==> src/rtl/route_compute_unit.sv <==
// Route computation for one mesh-router input port. Captures the head-flit destination and
// issues a one-hot [c,n,e,s,w] request, which is held until granted and locked until the tail.
module route_compute_unit #(
    parameter int X_NODES = 4,
    parameter int Y_NODES = 4,
    parameter int X_LOC   = 0,
    parameter int Y_LOC   = 0,
    parameter int M       = 5,
    parameter int ROUTING = 0,
    parameter int WAIT_W  = 8
) (
    input  logic                       clk,
    input  logic                       reset,
    input  logic [$clog2(X_NODES)-1:0] i_x_dest,
    input  logic [$clog2(Y_NODES)-1:0] i_y_dest,
    input  logic                       i_val,
    output logic                       o_ready,
    input  logic [0:M-1]               i_congested,
    input  logic                       i_grant,
    input  logic                       i_release,
    output logic [0:M-1]               o_output_req,
    output logic                       o_locked,
    output logic [WAIT_W-1:0]          o_wait_cycles
);
    localparam int XW = $clog2(X_NODES);
    localparam int YW = $clog2(Y_NODES);
    localparam logic [XW-1:0] X_HERE = X_LOC[XW-1:0];
    localparam logic [YW-1:0] Y_HERE = Y_LOC[YW-1:0];
    localparam bit ADAPTIVE = (ROUTING == 2);

    localparam logic [0:M-1] P_C = 5'b10000;
    localparam logic [0:M-1] P_N = 5'b01000;
    localparam logic [0:M-1] P_E = 5'b00100;
    localparam logic [0:M-1] P_S = 5'b00010;
    localparam logic [0:M-1] P_W = 5'b00001;

    typedef enum logic [1:0] {S_IDLE, S_REQ, S_LOCKED} state_t;

    state_t              r_state;
    state_t              w_state_nxt;
    logic [XW-1:0]       r_x_dest;
    logic [YW-1:0]       r_y_dest;
    logic [0:M-1]        r_req;
    logic [WAIT_W-1:0]   r_wait;

    function automatic logic [WAIT_W-1:0] sat_inc(input logic [WAIT_W-1:0] v);
        return (&v) ? v : v + 1'b1;
    endfunction

    // West-first with both e and a y-port productive: leave e only when e is congested
    // and the y-port is clear; ties go to e.
    function automatic logic [0:M-1] route_fn(input logic [XW-1:0] xd,
                                              input logic [YW-1:0] yd,
                                              input logic [0:M-1]  cong);
        logic         xg, xl, yg, yl;
        logic [0:M-1] px, py, res;
        xg  = (xd > X_HERE);
        xl  = (xd < X_HERE);
        yg  = (yd > Y_HERE);
        yl  = (yd < Y_HERE);
        px  = xg ? P_E : (xl ? P_W : '0);
        py  = yg ? P_N : (yl ? P_S : '0);
        res = P_C;
        if (ROUTING == 1) begin
            if (py != '0)      res = py;
            else if (px != '0) res = px;
        end else if (ROUTING == 2) begin
            if (xl)                     res = P_W;
            else if (xg && (yg || yl))  res = (cong[2] && ((cong & py) == '0)) ? py : P_E;
            else if (xg)                res = P_E;
            else if (py != '0)          res = py;
        end else begin
            if (px != '0)      res = px;
            else if (py != '0) res = py;
        end
        return res;
    endfunction

    always_ff @(posedge clk) begin
        if (reset) r_state <= S_IDLE;
        else       r_state <= w_state_nxt;
    end

    always_comb begin
        w_state_nxt = r_state;
        case (r_state)
            S_IDLE:   if (i_val)     w_state_nxt = S_REQ;
            S_REQ:    if (i_grant)   w_state_nxt = i_release ? S_IDLE : S_LOCKED;
            S_LOCKED: if (i_release) w_state_nxt = S_IDLE;
            default:                 w_state_nxt = S_IDLE;
        endcase
    end

    always_ff @(posedge clk) begin
        if (reset) begin
            r_x_dest <= '0;
            r_y_dest <= '0;
            r_req    <= '0;
            r_wait   <= '0;
        end else begin
            case (r_state)
                S_IDLE: begin
                    if (i_val) begin
                        r_x_dest <= i_x_dest;
                        r_y_dest <= i_y_dest;
                        r_req    <= route_fn(i_x_dest, i_y_dest, i_congested);
                        r_wait   <= '0;
                    end
                end
                S_REQ: begin
                    // The grant cycle freezes the request so the locked port is the granted one.
                    if (i_grant) begin
                        if (i_release) r_req <= '0;
                    end else begin
                        r_wait <= sat_inc(r_wait);
                        if (ADAPTIVE) r_req <= route_fn(r_x_dest, r_y_dest, i_congested);
                    end
                end
                S_LOCKED: begin
                    if (i_release) r_req <= '0;
                end
                default: ;
            endcase
        end
    end

    assign o_ready       = (r_state == S_IDLE);
    assign o_locked      = (r_state == S_LOCKED);
    assign o_output_req  = r_req;
    assign o_wait_cycles = r_wait;

    a_loc_range: assert property (@(posedge clk)
        (X_LOC >= 0) && (X_LOC < X_NODES) && (Y_LOC >= 0) && (Y_LOC < Y_NODES) && (M == 5));
    a_req_onehot: assert property (@(posedge clk) disable iff (reset) $onehot0(o_output_req));
    a_req_active: assert property (@(posedge clk) disable iff (reset)
        (r_state != S_IDLE) |-> $onehot(o_output_req));
endmodule

==> config.mk <==
export PLATFORM = sky130hd
export DESIGN_NAME = route_compute_unit
export DESIGN_NICKNAME = d
export VERILOG_FILES = /design/src/rtl/route_compute_unit.sv
export SDC_FILE = /design/constraint.sdc
export NUM_CORES = 1
export LEC_CHECK = 0
export CAP_MARGIN = 40
export CORE_MARGIN = 2
export CORE_UTILIZATION = 43
export DETAILED_ROUTE_END_ITERATION = 12
export DONT_BUFFER_PORTS = 1
export GPL_ROUTABILITY_DRIVEN = 0
export GPL_TIMING_DRIVEN = 0
export PLACE_DENSITY = 0.57
export SLEW_MARGIN = 15
export SYNTH_ARGS = -nofsm -noshare
export SYNTH_HDL_FRONTEND = slang
export SYNTH_SLANG_ARGS = --single-unit
==> constraint.sdc <==
create_clock -name clk -period 3.9 [get_ports clk]
set_input_delay 0.78 -clock clk [delete_from_list [all_inputs] [get_ports clk]]
set_output_delay 0.78 -clock clk [all_outputs]
set_load 0.02 [all_outputs]
Word level (Yosys, flattened, before mapping)
Cells that the tools add are included.
Storage, ports and cells
  bits in registers: 15
  bits in latches: 0
  RAM bits: 0
  memory bits (read-only): 0
  bits of input ports: 14
  output and inout bits: 15
  word-level logic and storage cells: 43
  memories: 0
Cells by class
  $add $sub $neg: 1
  $mul: 0
  divide/modulo/power cells: 0
  $lt $le $gt $ge: 4
  equal/unequal tests: 7
  shift-type cells: 0
  multiplexer cells: 19
  bitwise logic cells: 0
  reduce and logical (&&, ||, !) cells: 9
Operators with widths (count)
  5-bit 2-to-1 mux: 5
  8-bit 2-to-1 mux: 3
  8-bit one-hot mux with 2 select lines: 1
  5-bit one-hot mux with 3 select lines: 1
  2-bit 2-to-1 mux: 5
  2-bit inequality test (second input constant): 5
  5-bit nonzero test: 2
  8-bit by 1-bit adder with 8-bit output (second input constant): 1
  8-bit AND reduction: 1
  2-bit one-hot mux with 3 select lines: 1
  3-bit AND reduction: 2
  2-bit by 1-bit > comparator with 1-bit output (second input constant): 2
  2-bit by 1-bit less-than comparator with 1-bit output (second input constant): 2
  4-bit 2-to-1 mux: 1
  4-bit AND reduction: 1
  3-bit 2-to-1 mux: 1
  3-bit nonzero test: 1
  2-bit by 1-bit == test with 1-bit output (second input constant): 1
  2-bit == test (second input constant): 1
  2-bit zero test: 1
  2-bit nonzero test: 1
  1-bit 2-to-1 mux: 1

Longest topological paths before layout
Gate-level depths: netlist of run 1.
  depth after elaboration: 8
  mapped depth: 8
  mapped depth without buffers: 6

Worst setup path before layout of run 1
Ideal clock, no wire load.
  path kind: input to register
  start point: in i_grant
  end point: reg r_wait[5], in the netlist o_wait_cycles[5]
  library setup time: 0.096 ns
  arrival time: 1.689 ns
  data required time: 3.804 ns
  slack: 2.116 ns
  stages on the path: 4
  buffers on the path: 0
  path through: and2b_4 > nand2b_1 > or3_4 > o41ai_2
Between the ends
  word-level cells in the longest chain between the ends: 2
Ends and longest elaborated chain
  start: declaration: RTL line 19  | input logic i_grant,
  2-bit inequality test (no line)
  4-bit AND reduction (no line)
  end signal: assignment: RTL line 115  | r_wait <= sat_inc(r_wait);
  end: declaration: RTL line 44  | logic [WAIT_W-1:0] r_wait;
Every way passes these cells.
A chain may end at the register's enable or synchronous reset.

Worst setup path in the final report of run 1
  start point: reg r_state[0]
  end point: reg r_wait[6], in the netlist o_wait_cycles[6]
Between the ends
  word-level cells in the longest chain between the ends: 3
  elaborated cells between the ends (all ways): 8
  those cells by class: eq/ne (4); mux (1); reduce/logical (3)
Ends and longest elaborated chain
  start: declaration: RTL line 39  | state_t r_state;
  start signal: assignment: RTL line 81  | else r_state <= w_state_nxt;
  2-bit zero test *
  named net o_ready: RTL line 17  | output logic o_ready,
  2-bit inequality test (no line) / 2-bit nonzero test (equally long branches)
  4-bit AND reduction (no line)
The timed path passes the listed nets; every way through them passes the cells marked *.

==> results of run 1 <==
## metrics by stage
step | setup WS [ns] | utilization | instances | power, W
6_report | 1.93 | 0.491 | 121 | 0.000338
5_1_grt | 1.74 | 0.491 | 121 | 0.000363
4_1_cts | 1.91 | 0.491 | 121 | 0.000344
3_5_place_dp | 1.95 | 0.476 | 117 | 0.000261
3_3_place_gp | 1.97 | 0.476 | 117 | 0.000260
2_1_floorplan | 2.12 | - | 92 | 0.000243
## cell usage in the layout, fill, tap and decap left out, types with 4 or more instances in the layout
| cell type | count |
|---|---|
| dfxtp_1 | 13 |
| nor2_1 | 6 |
| a21oi_1 | 6 |
| inv_1 | 5 |
| nand3_1 | 5 |
| ha_1 | 5 |
| o21ai_0 | 4 |
| nand2b_1 | 4 |
| nor3_1 | 4 |
## registers in the layout, summed over array words and instances, names as in the netlist
signal / count
r_state: 2
o_output_req: 3
o_wait_cycles: 8
## worst paths after layout
| path | cells past startpoint | slack (ns) | start | end |
|---|---|---|---|---|
| setup / recovery | 6 | 1.93 | r_state[0] | o_wait_cycles[6] |
| hold / removal | 2 | 0.56 | r_state[0] | r_state[0] |
| setup reg to reg | 6 | 1.93 | r_state[0] | o_wait_cycles[6] |
| hold reg to reg | 2 | 0.56 | r_state[0] | r_state[0] |
## power breakdown
group	switching, W	total [W]	internal [W]
sequential	0.0000120	0.000152	0.000140
clock	0.0000405	0.0000802	0.0000396
combinational	0.0000596	0.000106	0.0000460
total	0.000112	0.000338	0.000226
## per-layer routing
layer | track usage | part of all wire
met1 | 0.237 | 0.47
met2 | 0.258 | 0.46
met5 | 0 | 0
met3 | 0.0731 | 0.057
met4 | 0.0500 | 0.0077
## layout make-up
class / count / share of cell area
inverter: 5 / 0.0221
sequential: 13 / 0.307
buffer: 5 / 0.0354
clock buffer: 4 / 0.0310
tap: 25 / 0.0369
multi-input combinational: 69 / 0.568
## worst register-to-register path: stages, from the launching register on
cell and delay (ns):
dfxtp_1 0.38, inv_1 0.08, ha_1 0.32, nor2b_4 0.20, a211o_1 0.38, o311ai_0 0.36, o31ai_1 0.12
## cells by family after synthesis
| logic type | share of synthesized area |
|---|---|
| DFF | 0.331 |
| muxes | 0.0254 |
| AOI/OAI and AO/OA | 0.238 |
| and+or+nand+nor | 0.259 |
| buffers and inverters | 0.0620 |
| other | 0.00476 |
| adders and majority gates | 0.0795 |
==> impl_metrics.py, run 1 <==
metrics = {
    "yosys": {
        "post_synth.cell_area_avg_sq_um": 8.65,
        "synth.largest_area_cell": "dfxtp_1",
        "synthDominantCellAreaShare": 0.331,
        "netlist_top_cells_count": "13 x dfxtp_1, 6 x a21oi_1, 6 x nor2_1",
        "synthesis.instances": 91,
        "netlist_area_sq_um": 787,
        "postSynth.topFlopCell": "dfxtp_1",
        "synth_seq_cells": 13,
        "yosys.cell_count.top_type": "dfxtp_1",
        "synth_top_cells_by_area": "dfxtp_1 33%, ha_1 7.9%, a21oi_1 3.8%, nand2b_1 3.2%, nand3_1 3.2%",
        "synth_seq_area_share": 0.331,
        "yosysUniqueCellTypes": 36,
        "ys.warnings.count": 0,
        "async_flop_share": 0,
        "number_of_enable_flip_flop_cells_after_synthesis": 0,
    },
    "layout": {
        "layout_nets": 116,
        "multi_input_comb_area_sq_um": 482,
        "post-route-cell-area_sq_um": 848,
        "drive_gt1_frac": 0.125,
        "syn_to_final_growth_pct": 7.79,
        "area.sequential_sq_um": 260,
        "fillers": 188,
        "antenna_cells": 0,
    },
    "worst_setup_path": {
        "timing.critical_path.arrival_ns": 2.12,
        "max_stage_delay_ns": 0.38,
        "crit_type": "reg2reg",
        "timing.critical_path.required_ns": 4.05,
        "timing.critical_path.from_type": "flip-flop",
        "worst_path_top_cell_family_by_delay": "compound AO/OA/AOI/OAI gates",
        "critical_path.cell_chain": "inv_1 -> ha_1 -> nor2b_4 -> a211o_1 -> o311ai_0 -> o31ai_1",
        "critPathMaxFanout": 9,
        "timing.critical_path.to_type": "flip-flop",
        "worstPathBufferInverterCount": 1,
        "cp_slowest_cell": "dfxtp_1",
    },
    "drt": {
        "detailedRoute.firstPassIterationCount": 4,
        "drc_errors": 0,
        "violation_count_after_the_first_detailed_routing_iteration": 9,
        "drt-wirelength-per-cell_um": 12.9,
        "route.vias.total": 673,
        "drt-vias-per-instance": 5.56,
        "wl_mm": 1.56,
        "ant_nets": 0,
    },
    "global_routing": {
        "grt_pass1_wl_mm": 2.72,
        "grt_use_total": 0.176,
        "globalRouteOverflowTotal": 0,
        "grt_antenna_before_repair": 0,
        "via_count_of_the_first_global_routing_pass": 611,
        "pin_count_of_the_biggest_net_entering_global_routing": 11,
    },
    "floorplan": {
        "die_width_um": 46.8,
        "core_area_sq_um": 1730,
        "start_util": 0.456,
        "pin_count": 29,
        "dieArea_sq_um": 2190,
        "dieHeight_um": 46.8,
        "num_rows": 15,
    },
    "timing": {
        "setup_viol_count_final": 0,
        "shortest_period_the_worst_path_allows_ns": 1.97,
        "achievable-frequency_mhz": 507,
        "setup_total_negative_slack_ns": 0,
        "layout_worst_path_cycle_share": 0.506,
        "slew_violations": 0,
        "holdWs_ns": 0.564,
        "clock_skew_ns": 0.00326,
        "final-hold-violation-count": 0,
        "grt_setup_unrepaired": "no",
    },
    "clocking": {
        "numClockSinks": 13,
        "cts_max_path_buffers": 2,
        "ctsHoldBuffers": 0,
        "post_cts_setup_buffer_count": 0,
        "path_clk_slew_ns": 0.07,
        "worst_skew_pair.late_latency_ns": 0.27,
        "cts-buffers-inserted": 3,
        "cts_max_level": 1,
        "ctsRootBufferMaster": "clkbuf_4",
        "cts-resized-gates": 0,
        "cts_tree": "yes",
    },
    "place": {
        "placed_wire_length_estimate_after_detailed_placement_mm": 1.19,
        "numPortBuffers": 0,
        "post_place_cell_area_sq_um": 822,
    },
    "hold_path": {
        "min-delay-path-class": "reg2reg",
    },
    "power": {
        "vdd.ir_drop.worst_mv": 0.197,
        "static-leakage-power_nw": 0.313,
        "cellPowerDensity_nw_per_um2": 399,
    },
    "status": {
        "result_of_the_run": "complete, no violations",
    },
    "run": {
        "cap_violations": 0,
    },
}
Note: power is estimated with default switching activity, not from simulation.
==> run 2, diff against run 1 <==
- PLACE_DENSITY: 0.57 -> 0.59
- clock period: 3.9 -> 1.78 ns (I/O delays scaled with it)
==> run 2 against run 1 <==
Compared with the run above:
- power rose by 140%
- critical endpoint is now o_wait_cycles[5]
- worst setup slack got worse by 1.8 ns
- critical path type unchanged
- non-clock buffer count rose by 1
- design area increased by 8.0%
- highest routed layer unchanged
- count of clock-buffer cells in the layout stayed put
==> impl_metrics.py, run 2 (synthesized netlist as in run 1, its figures left out) <==
metrics = {
    "status": {
        "result_of_the_run": "complete, no violations",
    },
    "global_routing": {
        "grt_pass1_wl_mm": 2.60,
        "grt_use_total": 0.167,
        "pin_count_of_the_biggest_net_entering_global_routing": 11,
        "grt_antenna_before_repair": 0,
        "globalRouteOverflowTotal": 0,
        "via_count_of_the_first_global_routing_pass": 600,
    },
    "worst_setup_path": {
        "timing.rr.start": "r_state[0]",
        "timing.critical_path.arrival_ns": 1.88,
        "timing.critical_path.from_type": "flip-flop",
        "rrSetupSlack_ns": 0.08,
        "worst-r2r-cell-count": 6,
        "critPathMaxFanout": 7,
        "rr_endpoint": "o_wait_cycles[5]",
        "timing.critical_path.required_ns": 1.96,
        "timing.critical_path.to_type": "flip-flop",
        "crit_type": "reg2reg",
    },
    "power": {
        "cellPowerDensity_nw_per_um2": 898,
        "seq_power_share": 0.408,
        "power.share.combinational": 0.373,
        "vdd.ir_drop.worst_mv": 0.536,
        "finalPower_w": 0.000822,
        "static-leakage-power_nw": 0.334,
        "p_int_w": 0.000543,
        "switching_power_w": 0.000279,
        "power.switching_fraction": 0.339,
        "clock_power_share": 0.219,
    },
    "clocking": {
        "cts_max_level": 1,
        "numClockSinks": 13,
        "ctsRootBufferMaster": "clkbuf_4",
        "ctsHoldBuffers": 0,
        "path_clk_slew_ns": 0.08,
        "cts-buffers-inserted": 3,
        "worst_skew_pair.late_latency_ns": 0.27,
        "cts_max_path_buffers": 2,
        "cts_tree": "yes",
    },
    "drt": {
        "detailedRoute.firstPassIterationCount": 4,
        "drt-wirelength-per-cell_um": 14.4,
        "drt-vias-per-instance": 5.76,
        "ant_nets": 0,
        "route.vias.total": 709,
        "drc_errors": 0,
        "wl_mm": 1.77,
        "violation_count_after_the_first_detailed_routing_iteration": 18,
    },
    "timing": {
        "layout_worst_path_cycle_share": 0.954,
        "final-hold-violation-count": 0,
        "clock_skew_ns": 0.000343,
        "slew_violations": 0,
        "shortest_period_the_worst_path_allows_ns": 1.70,
        "grt_setup_unrepaired": "no",
        "achievable-frequency_mhz": 589,
        "setup_viol_count_final": 0,
    },
    "layout": {
        "layout_nets": 118,
        "mostFrequentLayoutCells": "10 x dfxtp_1, 6 x nor2_1, 6 x a21oi_1",
        "syn_to_final_growth_pct": 16.4,
        "drive_gt1_frac": 0.224,
        "mostFrequentLayoutCell": "dfxtp_1",
        "layoutNonFillerInstCount": 123,
        "largest_reg_flops": 8,
        "fillers": 169,
        "antenna_cells": 0,
    },
    "run": {
        "cap_violations": 0,
    },
    "hold_path": {
        "min_path_cells": 3,
        "hp-start": "i_y_dest[0]",
        "holdPathEnd": "o_output_req[0]",
        "min-delay-path-class": "in2reg",
    },
    "floorplan": {
        "die_width_um": 46.8,
        "dieHeight_um": 46.8,
        "start_util": 0.456,
        "core_area_sq_um": 1730,
        "pin_count": 29,
        "num_rows": 15,
        "dieArea_sq_um": 2190,
    },
    "place": {
        "placed_wire_length_estimate_after_detailed_placement_mm": 1.18,
        "dp_cells": 117,
        "numPortBuffers": 0,
    },
}
-- run 2: worst max path at each step --
stage,end,startpoint,cells after the start,slack (ns)
floorplan,o_wait_cycles[5],r_state[0],6,0.08
global placement,o_wait_cycles[6],r_state[0],6,-0.05
detailed placement,o_wait_cycles[6],r_state[0],6,-0.07
CTS,o_wait_cycles[1],r_state[1],6,0.001
global route,o_wait_cycles[1],r_state[0],6,0.002
finish,o_wait_cycles[5],r_state[0],6,0.08
-- run 2: metal layers --
metal | track usage | wire, um | vias up
met5 | 0 | 0 | -
met4 | 0.0667 | 23 | 0
met3 | 0.0385 | 77 | 4
met2 | 0.238 | 862 | 17
met1 | 0.242 | 808 | 335
li1 | - | - | 353
-- run 2: per-stage QoR --
stage          setup TNS (ns)  instance area [sq um]  utilization  hold slack, ns  setup slack, ns
4_1_cts                     0                    870        0.504           0.283          0.00142
3_5_place_dp           -0.186                    825        0.478           0.553          -0.0723
6_report                    0                    916        0.530           0.290           0.0817
2_1_floorplan               0                    793            -           0.514           0.0825
3_3_place_gp           -0.114                    825        0.478           0.549          -0.0468
5_1_grt                     0                    916        0.530           0.301          0.00209
-- run 2: layout make-up --
cell class	instances	area, sq um	area share
inverters	5	18.8	0.0205
flip-flops and latches	13	264	0.288
plain buffers	5	35.0	0.0383
multi-input cells	70	533	0.582
repair buffers	1	7.51	0.00820
well taps	25	31.3	0.0342
clock buffers	4	26.3	0.0287
-- run 2: what timing repair did --
| action | in CTS | in global routing |
|---|---|---|
| setup endpoints to repair | 4 | 11 |
| setup buffers | 0 | 1 |
| resized for setup | 6 | 7 |
| cloned | 0 | 1 |
| pin swaps | 0 | 1 |
-- run 2: critical path: stages, from the launching register on --
cell and delay (ns):
dfxtp_2 0.35, inv_1 0.08, ha_4 0.20, nor2b_4 0.16
nand2b_1 0.18, or3_4 0.37, o41ai_2 0.26
-- run 2: power by group through the flow --
stage	Clock (W)	Combinational (W)	Sequential, W
after floorplan	0	0.000199	0.000337
after CTS	0.000192	0.000252	0.000335
final	0.000180	0.000307	0.000335
after detailed placement	0	0.000237	0.000341
after global routing	0.000198	0.000331	0.000338
after global placement	0	0.000232	0.000340
==> RTL change 1: new RTL, config.mk and constraints of run 2 <==
The 3 states of `state_t` get a one-hot encoding in 3 bits.
--- a/src/rtl/route_compute_unit.sv
+++ b/src/rtl/route_compute_unit.sv
@@ -34,7 +34,7 @@
     localparam logic [0:M-1] P_S = 5'b00010;
     localparam logic [0:M-1] P_W = 5'b00001;
 
-    typedef enum logic [1:0] {S_IDLE, S_REQ, S_LOCKED} state_t;
+    typedef enum logic [2:0] {S_IDLE = 3'b001, S_REQ = 3'b010, S_LOCKED = 3'b100} state_t;
 
     state_t              r_state;
     state_t              w_state_nxt;
Function: same outputs for any inputs over 10 cycles, from zero or initial values and one cycle with reset high; not proved beyond that.
==> RTL change 1 against run 2 <==
  * Wire length is 5.2% higher
  * Synthesized area increased by 5.1%
  * Synthesized cell count is 5.5% higher
  * Sequential cell count increased by 1
  * Total power shrank 4.7%
  * Non-clock buffer count grew 8
  * Sequential power up 4%
  * Global-route usage increased by 1.0 points
  * Worst setup slack got worse by 0.015 ns
  * Maximum frequency shrank 0.87%
  * Core utilization up 5.0 points
  * Design area grew 12%
  * Critical path depth did not move
==> RTL change 1: results (changes against run 2) <==
Parameter                              Value

Global route
  Number of global-route vias before repair ... 672 (+12%)
  Wire length of the first global-routing pass ... 2.85 mm (+9.5%)

Placement
  Area post-placement ... 862 sq um (+4.6%)
  Number of placed cells counting well taps ... 122 (+4.3%)
  Half-perimeter wire length after detailed placement ... 1.34 mm (+14%)

Critical path
  Cell with the largest stage delay on the worst path ... or4b_4
  Critical R2R Launch ... r_state[1]
  Endpoint arrival time on the critical path ... 1.91 ns (+0.03 ns)
  Launching element of the worst setup path ... r_state[1]
  Max Fanout on Critical Path ... 5 (-2)
  Maximum cell stage delay along the critical path ... 0.45 ns (+0.08 ns)

Clock network
  Clock root buffer ... clkbuf_4
  Clock latency on the worst-skew pair ... 0.29 ns (+0.02 ns)

Logic synthesis
  Ranking of synthesized cells by instance count ... dfxtp_1 (14), a21oi_1 (8), nand2_1 (6)
  Cells taking the most area after synthesis ... dfxtp_1 (34%), a21oi_1 (4.8%), nor3b_1 (3.6%)
  Share of flip-flops with an asynchronous set or reset after synthesis ... 0% (unchanged)
  Synth cell types ... 41 (+14%)
  Synthesized area per cell ... 8.62 sq um (-0.39%)
  Sequential cell area fraction in the yosys report ... 33.9% (+0.82 points)

Routing
  Via count normalized by instance count ... 5.86 (+1.6%)
  Number of vias in the routed layout ... 779 (+9.9%)
  1st-iter DRT viols ... 11 (-7)
  Wire length per cell ... 14.0 microns (-2.7%)

Power
  Maximum vdd ir drop ... 489 uV (-8.8%)
  P_leak ... 0.000379 uW (+13%)

STA
  Skew final ... 0.00328 ns (+0.00293 ns)

Hold path
  Class of the worst hold path ... in -> reg

Finish
  Proportion of layout cells with a drive suffix above 1 ... 30.6% (+8.1 points)

Outcome
  Run status ... finished clean
RTL change 1: power breakdown:
part	internal [uW]	switching, uW	total, uW
sequential	329	18.2	347
clock	125	108	233
combinational	96.2	107	203
RTL change 1: cells by family after synthesis:
| logic type | count (synthesis) | synth area share (%) |
|---|---|---|
| flops | 14 | 33.9 |
| simple gates | 35 | 25.0 |
| buf+inv | 10 | 6.20 |
| mux | 2 | 2.42 |
| xor+xnor | 1 | 1.06 |
| other cells | 1 | 0.453 |
| fa+ha+maj | 1 | 1.51 |
| compound gates | 32 | 29.5 |
RTL change 1: metal layers:
| layer | up-vias | share of wire [%] | global-route usage [%] |
|---|---|---|---|
| met4 | 0 | 1.6 | 8.11 |
| li1 | 386 | - | - |
| met2 | 30 | 47 | 29.3 |
| met1 | 358 | 44 | 21.0 |
| met3 | 5 | 7.9 | 5.28 |
| met5 | - | 0 | 0 |
RTL change 1: area by class of cell:
type                    count  area, sq um
inverters                   3         11.3
flip-flops and latches     14          294
repair buffers              7         52.6
well taps                  25         31.3
multi-input cells          73          547
plain buffers               7         51.3
fillers                   193          741
clock buffers               4         36.3
RTL change 1: worst min-delay path, delay by kind of cell:
| kind | cells | cell delay [ns] |
|---|---|---|
| and+or+nand+nor | 1 | 0.05 |
| AOI/OAI and AO/OA | 2 | 0.09 |
RTL change 1: stage by stage:
step                      utilization, %  setup WS [ns]
after floorplan                        -         0.0788
after global placement              48.9         -0.101
after detailed placement            48.9         -0.113
after CTS                           52.0       -0.00423
after global routing                58.0        -0.0456
final                               58.0         0.0668
RTL change 1: what timing repair did:
action                                  in CTS  in global routing
endpoints found under the setup margin       9                  9
setup buffers                                0                  7
pin swaps                                    1                  5
gates resized for setup                      5                 20
RTL change 1: how the worst min path moves through the flow:
stage	endpoint	startpoint
after floorplan	o_output_req[1]	o_output_req[1]
final	o_wait_cycles[0]	i_grant
after detailed placement	o_output_req[1]	o_output_req[1]
after global routing	o_wait_cycles[0]	i_grant
after CTS	o_output_req[1]	i_y_dest[0]
after global placement	o_output_req[1]	o_output_req[1]
==> RTL change 2: new RTL, flow settings as in run 2 <==
Without the edit above. Set the parameter `M` to 6 (it was 5).
--- a/src/rtl/route_compute_unit.sv
+++ b/src/rtl/route_compute_unit.sv
@@ -5,7 +5,7 @@
     parameter int Y_NODES = 4,
     parameter int X_LOC   = 0,
     parameter int Y_LOC   = 0,
-    parameter int M       = 5,
+    parameter int M       = 6,
     parameter int ROUTING = 0,
     parameter int WAIT_W  = 8
 ) (
Ports: changed (resized i_congested and o_output_req); port bits go from 29 to 31. No check against the original RTL was run, so the function may have changed too.
==> RTL change 2 against run 2 <==
  * Worst setup slack better by 0.0098 ns
  * Total power fell by 2.6%
  * Critical path depth did not move
  * Design area decreased by 0.68%
  * Sequential share of layout area increased by 0.47 points
  * Critical path type unchanged
  * Wire length fell by 6.4%
  * Sequential cell count unchanged
  * Synthesized area up 0.95%
==> RTL change 2: results (changes against run 2) <==
Parameter                              Value

Critical path
  Endpoint arrival time on the critical path ... 1.87 ns
  Reg2Reg Depth ... 6 (unchanged)
  Setup slack, reg-to-reg ... 0.09 ns
  Max Fanout on Critical Path ... 6 (-1)

Clock network
  Clock latency on the worst-skew pair ... 0.28 ns
  Number of buffers created by CTS ... 3 (unchanged)
  Clock Path Buffers ... 2 (unchanged)
  Clock-pin slew on the worst setup and hold paths ... 0.08 ns (about the same)
  H-tree levels ... 1 (unchanged)
  Clock root buffer ... clkbuf_4

Outcome
  Run status ... finished clean

Logic synthesis
  Ranking of synthesized cells by instance count ... dfxtp_1 (13), a21oi_1 (6), nor2_1 (6)
  Sequential cell area fraction in the yosys report ... 32.8% (-0.31 points)
  Number of warnings printed during yosys synthesis ... 0 (unchanged)
  Most frequently used flop master after synthesis ... dfxtp_1
  Cells taking the most area after synthesis ... dfxtp_1 (33%), ha_1 (7.9%), a21oi_1 (3.8%)
  Synth cell types ... 36 (unchanged)

Routing
  First-pass iteration count of the detailed router ... 4 (unchanged)
  Number of vias in the routed layout ... 683 (-3.7%)
  1st-iter DRT viols ... 7 (-11)
  Routed WL ... 1.66 mm (-6.4%)

Finish
  Number of nets in the final layout ... 120 (+1.7%)
  Flip-flop count of the largest register, all copies and words added ... 8 (unchanged)
  Antenna Cells ... 0 (unchanged)
  Proportion of layout cells with a drive suffix above 1 ... 25.3% (+2.8 points)
  Number of fill cells in the layout ... 182 (+7.7%)

Hold path
  Worst Hold Path Cells ... 3 (unchanged)
  Class of the worst hold path ... in -> reg

Placement
  Area post-placement ... 836 sq um (+1.4%)
  Half-perimeter wire length after detailed placement ... 1.19 mm (+0.85%)
  Port Buffer Count ... 0 (unchanged)
  Worst slack, placed ... -0.0580 ns (+0.0142 ns)

Global route
  Maximum number of pins on one net before global-route repair ... 11 (unchanged)
  Number of global-route vias before repair ... 642 (+7.0%)
  Antenna violations before repair ... 0 (unchanged)
  Total global-route track usage ... 17.7% (+0.99 points)
  Wire length of the first global-routing pass ... 2.76 mm (+6.1%)

STA
  Skew final ... 0.00445 ns (+0.00411 ns)
  Crit share post-route ... 94.9% (-0.55 points)

Power
  P_leak ... 0.000333 uW (-0.48%)
  Maximum vdd ir drop ... 579 uV (+8.0%)
==> RTL change 2: worst paths after layout <==
path,endpoint,from
setup / recovery,o_wait_cycles[5],r_state[0]
hold / removal,o_output_req[1],i_y_dest[0]
setup reg to reg,o_wait_cycles[5],r_state[0]
hold reg to reg,r_state[1],r_state[1]
==> RTL change 2: area by class of cell <==
type	instances	area [sq um]	share of cell area, %
Buffer	6	42.5	4.68
Clock buffer	4	26.3	2.89
Inverter	5	18.8	2.06
Multi-Input combinational cell	70	517	56.8
Sequential cell	13	267	29.3
Tap cell	25	31.3	3.44
Timing Repair Buffer	1	7.51	0.825
==> RTL change 2: routing by layer <==
layer / track usage, % / routed length [microns] / vias up
met1: 22.3 / 772 / 306
met5: 0 / 0 / -
met3: 9.62 / 128 / 2
met2: 26.3 / 743 / 24
li1: - / - / 351
met4: 5.00 / 12 / 0
==> RTL change 2: logic make-up (layout without fill, tap and decap cells) <==
group / Yosys count / in the layout / share of synthesized area, %
fa+ha+maj: 5 / 5 / 7.87
other cells: 1 / 3 / 0.472
simple gates: 35 / 35 / 25.7
buf+inv: 11 / 16 / 7.09
flops: 13 / 13 / 32.8
compound gates: 25 / 25 / 23.6
mux: 2 / 2 / 2.52
==> RTL change 2: through the flow <==
stage               instances  hold slack, ns  TNS (ns)
floorplan                  94           0.514         0
finish                    124           0.280         0
global placement          119           0.550    -0.107
detailed placement        119           0.544    -0.170
CTS                       123           0.278         0
global route              124           0.274         0
==> RTL change 2: timing repair <==
item,CTS,global route
setup buffers,0,1
endpoints found under the setup margin,4,8
pin swaps,0,1
resized for setup,7,7
==> RTL change 2: power breakdown <==
| group | total [uW] | leakage (uW) | switching [uW] | internal, uW |
|---|---|---|---|---|
| Clock | 185 | 0.0000150 | 98.3 | 86.9 |
| Sequential | 336 | 0.000108 | 26.0 | 310 |
| Combinational | 280 | 0.000210 | 145 | 134 |
==> RTL change 2: critical path, cell delays in order (launching register included) <==
cell and delay [ns]:
dfxtp_2 0.35, inv_1 0.08, ha_4 0.20, nor2b_4 0.15, nand2b_1 0.17, or3_4 0.37
o41ai_2 0.27
